<file path="src/rtl/seg7_chase_pkg.sv">
// seg7_chase_pkg
//   Shared definitions for the seven-segment chase ring:
//   - segment bit indices inside one display byte (a..g, dp)
//   - chase mode enumeration (LOOP, BOUNCE)
//   - ring_len(): number of positions around the outer edge of the displays
package seg7_chase_pkg;

  localparam int SEG_A    = 0;
  localparam int SEG_B    = 1;
  localparam int SEG_C    = 2;
  localparam int SEG_D    = 3;
  localparam int SEG_E    = 4;
  localparam int SEG_F    = 5;
  localparam int SEG_G    = 6;
  localparam int SEG_DP   = 7;
  localparam int SEG_BITS = 8;

  typedef enum logic {
    LOOP   = 1'b0,
    BOUNCE = 1'b1
  } mode_t;

  // Top row (N segments a), right edge (b, c), bottom row (N segments d),
  // left edge (e, f).
  function automatic int ring_len(input int num_displays);
    return 2 * num_displays + 4;
  endfunction

endpackage

</file>
<file path="src/rtl/seg7_chase_decode.sv">
// seg7_chase_decode
//   Maps one ring position to a one-hot mask over all display segments.
//   Ports:
//     pos  - ring position, 0..L-1
//     mask - NUM_DISPLAYS x 8 bits, display d in mask[d*8 +: 8], one bit set
//   Ring order runs clockwise: across the top (a), down the right-hand
//   display (b, c), back along the bottom (d), up the left-hand display (e, f).
module seg7_chase_decode
  import seg7_chase_pkg::*;
#(
  parameter int NUM_DISPLAYS = 6,
  parameter int POS_W        = 4
) (
  input  logic [POS_W-1:0]                 pos,
  output logic [NUM_DISPLAYS*SEG_BITS-1:0] mask
);

  for (genvar gi = 0; gi < NUM_DISPLAYS; gi++) begin : g_disp
    localparam int BASE = gi * SEG_BITS;

    assign mask[BASE+SEG_A] = (pos == POS_W'(gi));
    // Bottom row is traversed right to left.
    assign mask[BASE+SEG_D] = (pos == POS_W'(2 * NUM_DISPLAYS + 1 - gi));
    assign mask[BASE+SEG_G]  = 1'b0;
    assign mask[BASE+SEG_DP] = 1'b0;

    if (gi == NUM_DISPLAYS - 1) begin : g_right
      assign mask[BASE+SEG_B] = (pos == POS_W'(NUM_DISPLAYS));
      assign mask[BASE+SEG_C] = (pos == POS_W'(NUM_DISPLAYS + 1));
    end else begin : g_not_right
      assign mask[BASE+SEG_B] = 1'b0;
      assign mask[BASE+SEG_C] = 1'b0;
    end

    if (gi == 0) begin : g_left
      assign mask[BASE+SEG_E] = (pos == POS_W'(2 * NUM_DISPLAYS + 2));
      assign mask[BASE+SEG_F] = (pos == POS_W'(2 * NUM_DISPLAYS + 3));
    end else begin : g_not_left
      assign mask[BASE+SEG_E] = 1'b0;
      assign mask[BASE+SEG_F] = 1'b0;
    end
  end

endmodule

</file>
<file path="src/rtl/seg7_chase.sv">
// seg7_chase
//   Lights a moving chain of segments around the outer edge of a row of
//   seven-segment displays, in LOOP (wrap-around) or BOUNCE (ping-pong) mode.
//   Ports:
//     clk_i    - clock, all state on rising edge
//     rst_i    - synchronous active-high reset
//     en_i     - step enable; low freezes tick counter and position
//     dir_i    - LOOP direction: 0 = clockwise (+1), 1 = counter-clockwise
//     mode_i   - 0 = LOOP, 1 = BOUNCE
//     period_i - cycles between steps minus one
//     step_o   - one-cycle pulse together with each new position
//     wrap_o   - one-cycle pulse on LOOP wrap or BOUNCE reversal
//     pos_o    - current head position
//     dir_o    - current direction register
//     seg7_o   - NUM_DISPLAYS x 8 active-high segments (bit0=a .. bit7=dp)
module seg7_chase
  import seg7_chase_pkg::*;
#(
  parameter int NUM_DISPLAYS = 6,
  parameter int PERIOD_W     = 24,
  parameter int TAIL         = 1,
  localparam int L           = ring_len(NUM_DISPLAYS),
  localparam int POS_W       = $clog2(L)
) (
  input  logic                             clk_i,
  input  logic                             rst_i,
  input  logic                             en_i,
  input  logic                             dir_i,
  input  logic                             mode_i,
  input  logic [PERIOD_W-1:0]              period_i,
  output logic                             step_o,
  output logic                             wrap_o,
  output logic [POS_W-1:0]                 pos_o,
  output logic                             dir_o,
  output logic [NUM_DISPLAYS*SEG_BITS-1:0] seg7_o
);

  logic [PERIOD_W-1:0] tick_reg, tick_next;
  logic [POS_W-1:0]    pos_reg, pos_next;
  logic                dir_reg, dir_next;
  logic                step_reg, step_next;
  logic                wrap_reg, wrap_next;

  localparam logic [POS_W-1:0] POS_LAST = POS_W'(L - 1);

  always_comb begin
    tick_next = tick_reg;
    pos_next  = pos_reg;
    dir_next  = dir_reg;
    step_next = 1'b0;
    wrap_next = 1'b0;
    if (en_i) begin
      // ">=" rather than "==" so that shrinking period_i below the running
      // count still produces a step on the next enabled edge.
      if (tick_reg >= period_i) begin
        tick_next = '0;
        step_next = 1'b1;
        if (mode_t'(mode_i) == LOOP) begin
          dir_next = dir_i;
          if (!dir_i) begin
            if (pos_reg == POS_LAST) begin
              pos_next  = '0;
              wrap_next = 1'b1;
            end else begin
              pos_next = pos_reg + POS_W'(1);
            end
          end else begin
            if (pos_reg == '0) begin
              pos_next  = POS_LAST;
              wrap_next = 1'b1;
            end else begin
              pos_next = pos_reg - POS_W'(1);
            end
          end
        end else begin
          // Reversal is decided from the current direction register, so
          // entering BOUNCE at an end while heading outward turns back
          // immediately instead of leaving the ring.
          if (!dir_reg) begin
            if (pos_reg == POS_LAST) begin
              pos_next  = POS_W'(L - 2);
              dir_next  = 1'b1;
              wrap_next = 1'b1;
            end else begin
              pos_next = pos_reg + POS_W'(1);
            end
          end else begin
            if (pos_reg == '0) begin
              pos_next  = POS_W'(1);
              dir_next  = 1'b0;
              wrap_next = 1'b1;
            end else begin
              pos_next = pos_reg - POS_W'(1);
            end
          end
        end
      end else begin
        tick_next = tick_reg + PERIOD_W'(1);
      end
    end
  end

  always_ff @(posedge clk_i) begin
    if (rst_i) begin
      tick_reg <= '0;
      pos_reg  <= '0;
      dir_reg  <= 1'b0;
      step_reg <= 1'b0;
      wrap_reg <= 1'b0;
    end else begin
      tick_reg <= tick_next;
      pos_reg  <= pos_next;
      dir_reg  <= dir_next;
      step_reg <= step_next;
      wrap_reg <= wrap_next;
    end
  end

  assign step_o = step_reg;
  assign wrap_o = wrap_reg;
  assign pos_o  = pos_reg;
  assign dir_o  = dir_reg;

  // Tail segment gi sits gi positions behind the head, i.e. against the
  // direction of travel, modulo the ring length.
  logic [NUM_DISPLAYS*SEG_BITS-1:0] tail_mask [TAIL];

  for (genvar gi = 0; gi < TAIL; gi++) begin : g_tail
    logic [POS_W:0]   tail_sum;
    logic [POS_W-1:0] tail_pos;

    always_comb begin
      if (dir_reg) begin
        tail_sum = {1'b0, pos_reg} + (POS_W+1)'(gi);
      end else begin
        tail_sum = {1'b0, pos_reg} + (POS_W+1)'(L - gi);
      end
      if (tail_sum >= (POS_W+1)'(L)) begin
        tail_pos = POS_W'(tail_sum - (POS_W+1)'(L));
      end else begin
        tail_pos = POS_W'(tail_sum);
      end
    end

    seg7_chase_decode #(
      .NUM_DISPLAYS(NUM_DISPLAYS),
      .POS_W       (POS_W)
    ) u_decode (
      .pos (tail_pos),
      .mask(tail_mask[gi])
    );
  end

  always_comb begin
    seg7_o = '0;
    for (int k = 0; k < TAIL; k++) begin
      seg7_o = seg7_o | tail_mask[k];
    end
  end

endmodule

</file>
<file path="config.mk">
export PLATFORM = sky130hd
export DESIGN_NAME = seg7_chase
export DESIGN_NICKNAME = d
export VERILOG_FILES = /design/src/rtl/seg7_chase_pkg.sv /design/src/rtl/seg7_chase_decode.sv /design/src/rtl/seg7_chase.sv
export SDC_FILE = /design/constraint.sdc
export NUM_CORES = 1
export LEC_CHECK = 0
export CAP_MARGIN = 20
export CORE_ASPECT_RATIO = 0.9
export CORE_MARGIN = 8
export CORE_UTILIZATION = 39
export CTS_CLUSTER_DIAMETER = 80
export CTS_CLUSTER_SIZE = 12
export DETAILED_ROUTE_END_ITERATION = 12
export PLACE_DENSITY = 0.8
export RECOVER_POWER = 100
export SLEW_MARGIN = 20
export SYNTH_ARGS = -nofsm -noshare
export SYNTH_HDL_FRONTEND = slang
export SYNTH_SLANG_ARGS = --single-unit
</file>
<file path="constraint.sdc">
create_clock -name clk_i -period 2.3 [get_ports clk_i]
set_input_delay 0.575 -clock clk_i [delete_from_list [all_inputs] [get_ports clk_i]]
set_output_delay 0.575 -clock clk_i [all_outputs]
set_load 0.05 [all_outputs]
</file>
==> impl_metrics.ini <==
[outcome]
outcome = finished clean

[setup_path]
crit_required_ns = 2.48
cp_slowest_cell = a221oi_2
worstSetupStartpointType = input port
cp_slowest_stage_delay_ns = 0.32
arrival_ns = 2.45
cp_num_buf_inv = 3
worstSetupPathType = input port to flop
path_cells = dlygate4sd2_1 -> inv_1 -> ha_4 -> nand2_4 -> nor4_4 -> a221oi_2 -> o21ai_2 -> or2_4 -> buf_6 -> and3_4 -> o31ai_2
crit_path_end_kind = flop
cp_top_family = compound AO/OA/AOI/OAI gates
critPathMaxFanout = 6

[sta]
worst_pin_slew_ns = 0.6348
slew_headroom_pct = 57.55
finalSetupViolations = 0
finalHoldViolations = 0
period_minus_slack_ns = 2.263
fin_skew_ns = 0.005021
slew_violations = 0
setup_tns_ns = 0
max_freq_mhz = 441.9
finalCritPeriodShare_pct = 98.39

[placed_design]
portBuffers = 51
placed_area_um2 = 3352
gp_congestion = 0.8441
dpl.hpwl_um = 5175

[logic_synthesis]
async_reset_ff_share_pct = 0
synthCells = 338
syn_area_per_cell_um2 = 7.615
ys_ff_latch = 31
syn_area_um2 = 2574
yosysWarnings = 0
synth_most_common_cell = nor2_1
synth_edf_count = 0
synth_cell_types = 44
yosys-top-cells-count = nor2_1 (43), buf_4 (32), dfxtp_1 (31), ha_1 (29), inv_1 (27)
synth_area_leaders = dfxtp_1 (24%), ha_1 (14%), buf_4 (9.3%), nor2_1 (6.3%), xor2_1 (5.1%)
synth_top_cell_area_share_pct = 24.11
synth-seq-area-share_pct = 24.11
synth-main-ff-cell = dfxtp_1
yosys.area.top_type = dfxtp_1

[hold_path]
hold_path_class = flop to flop

[grt]
grt_max_degree = 21
grt.overflow.total = 0
grt_util_all_layers_pct = 15.10
antenna_found_initial = 0
grt_pass1_wl_um = 11790
grt_pass1_vias = 2520

[layout]
layout-drive-gt1-share_pct = 31.62
fin_util_pct = 57.37
antenna_cells = 0
largest_reg_flops = 24
fin_area_um2 = 3719
fill_cells = 586
synthToLayoutAreaGrowth_pct = 44.48
layout.nets = 466

[detailed_routing]
wl_um = 7103
antenna_left = 0
firstDrtPassIters = 4
wire_per_inst_um = 14.26
drcViolationCount = 0
drtIter0Drc = 75
via_count = 2471
viasPerCell = 4.962

[power]
power_frac_clock_pct = 34.9
power_density_nw_per_um2 = 339.8
peakVddDrop_mv = 0.2072
p_int_uw = 860.4
leakage_nw = 1.635
combPwrFrac_pct = 22.3
swShare_pct = 31.92
p_sw_uw = 403.3
sequentialPowerShare_pct = 42.8

[cts]
cts_tree = built
clkLatencyLatePin_ns = 0.28
cts_inserted_buffers = 5
cts_buffer_depth = 2
clk_pin_slew_ns = 0.07
cts.sinks = 31
cts_root_buf = clkbuf_8
h-tree-depth = 2

[die]
initial_core_util_pct = 39.71
rows = 28
die-area_um2 = 9458
die_width_um = 101.6
fp.coreArea_um2 = 6481
ioPinCount = 84
die_h_um = 93.07

[flow_run]
drv_cap = 0
[layer usage]
| metal | up-vias | wire, µm | track usage (%) | part of all wire, % |
|---|---|---|---|---|
| met1 | 1175 | 2844 | 17.46 | 40 |
| met2 | 67 | 3772 | 27.38 | 53 |
| met5 | - | 0 | 0 | 0 |
| li1 | 1220 | - | - | - |
| met4 | 0 | 63 | 2.850 | 0.89 |
| met3 | 9 | 422 | 3.712 | 5.9 |
[power by group through the flow]
stage	registers, mW	logic, mW	clock network [mW]
2_1_floorplan	0.554	0.219	0
3_3_place_gp	0.553	0.244	0
3_5_place_dp	0.553	0.249	0
4_1_cts	0.541	0.274	0.447
5_1_grt	0.541	0.300	0.475
6_report	0.541	0.282	0.441
[path summary, 6_finish.rpt]
| kind | startpoint | to | slack [ns] | depth (start not counted) |
|---|---|---|---|---|
| worst max-delay path | period_i[18] | pos_o[2]$_SDFFE_PP0P_ | 0.04 | 11 |
| worst min-delay path | pos_o[0]$_SDFFE_PP0P_ | pos_o[0]$_SDFFE_PP0P_ | 0.56 | 2 |
| worst max register to register | tick_reg[22]$_SDFFE_PP0P_ | pos_o[2]$_SDFFE_PP0P_ | 0.06 | 9 |
| worst min register to register | pos_o[0]$_SDFFE_PP0P_ | pos_o[0]$_SDFFE_PP0P_ | 0.56 | 2 |
[logic make-up after synthesis]
group	after synthesis	synth area share [%]
simple gates	130	24.55
buf+inv	72	16.09
compound gates	52	12.93
flops	31	24.11
fa+ha+maj	29	14.10
xor+xnor	20	6.806
mux	3	1.264
other cells	1	0.1457
[worst min-delay path: cells and delay by family, from the launching register on]
kind	cells	cell delay (ns)
AOI/OAI and AO/OA	2	0.13
DFF	1	0.39
[placed cells by master, fill, tap and decap left out, types with 5 or more instances in the layout]
cell,netlist,routed
nand3_1,14,14
clkbuf_8,0,6
conb_1,1,32
xor2_1,15,15
dlygate4sd2_1,0,9
nor2_1,43,41
and3_1,9,8
nand4_1,9,9
inv_2,0,16
o21ai_0,9,6
ha_2,0,5
buf_4,32,22
inv_1,27,11
a21oi_1,19,15
clkdlybuf4s50_1,0,6
clkbuf_2,0,13
xnor2_1,5,5
ha_1,29,7
buf_12,0,14
dfxtp_1,31,28
nand2_1,25,21
ha_4,0,17
and2_0,0,8
[per-stage QoR]
| stage | power [mW] | hold slack, ns | instances | worst slack (ns) |
|---|---|---|---|---|
| 4_1_cts | 1.262 | 0.5546 | 498 | 0.002192 |
| 2_1_floorplan | 0.7728 | 0.4830 | 369 | -0.002997 |
| 3_3_place_gp | 0.7970 | 0.5028 | 486 | -0.6612 |
| 5_1_grt | 1.316 | 0.5905 | 498 | -0.01382 |
| 3_5_place_dp | 0.8027 | 0.5065 | 486 | -0.8055 |
| 6_report | 1.264 | 0.5564 | 498 | 0.03695 |
[what timing repair did]
action	CTS	global route
cloned	1	0
setup buffers	4	0
resized for setup	75	41
setup endpoints to repair	31	36
hold buffers	0	0
pin swaps	40	18
[area by class of cell]
| class | count | area [µm²] | area share [%] |
|---|---|---|---|
| repair buffers | 77 | 785.8 | 21.13 |
| inverters | 27 | 101.3 | 2.725 |
| clock inverters | 1 | 5.005 | 0.1346 |
| flip-flops and latches | 31 | 624.3 | 16.79 |
| well taps | 90 | 112.6 | 3.028 |
| multi-input cells | 266 | 2007 | 53.97 |
| clock buffers | 6 | 82.58 | 2.221 |
Power figures use the tool's default switching activity.
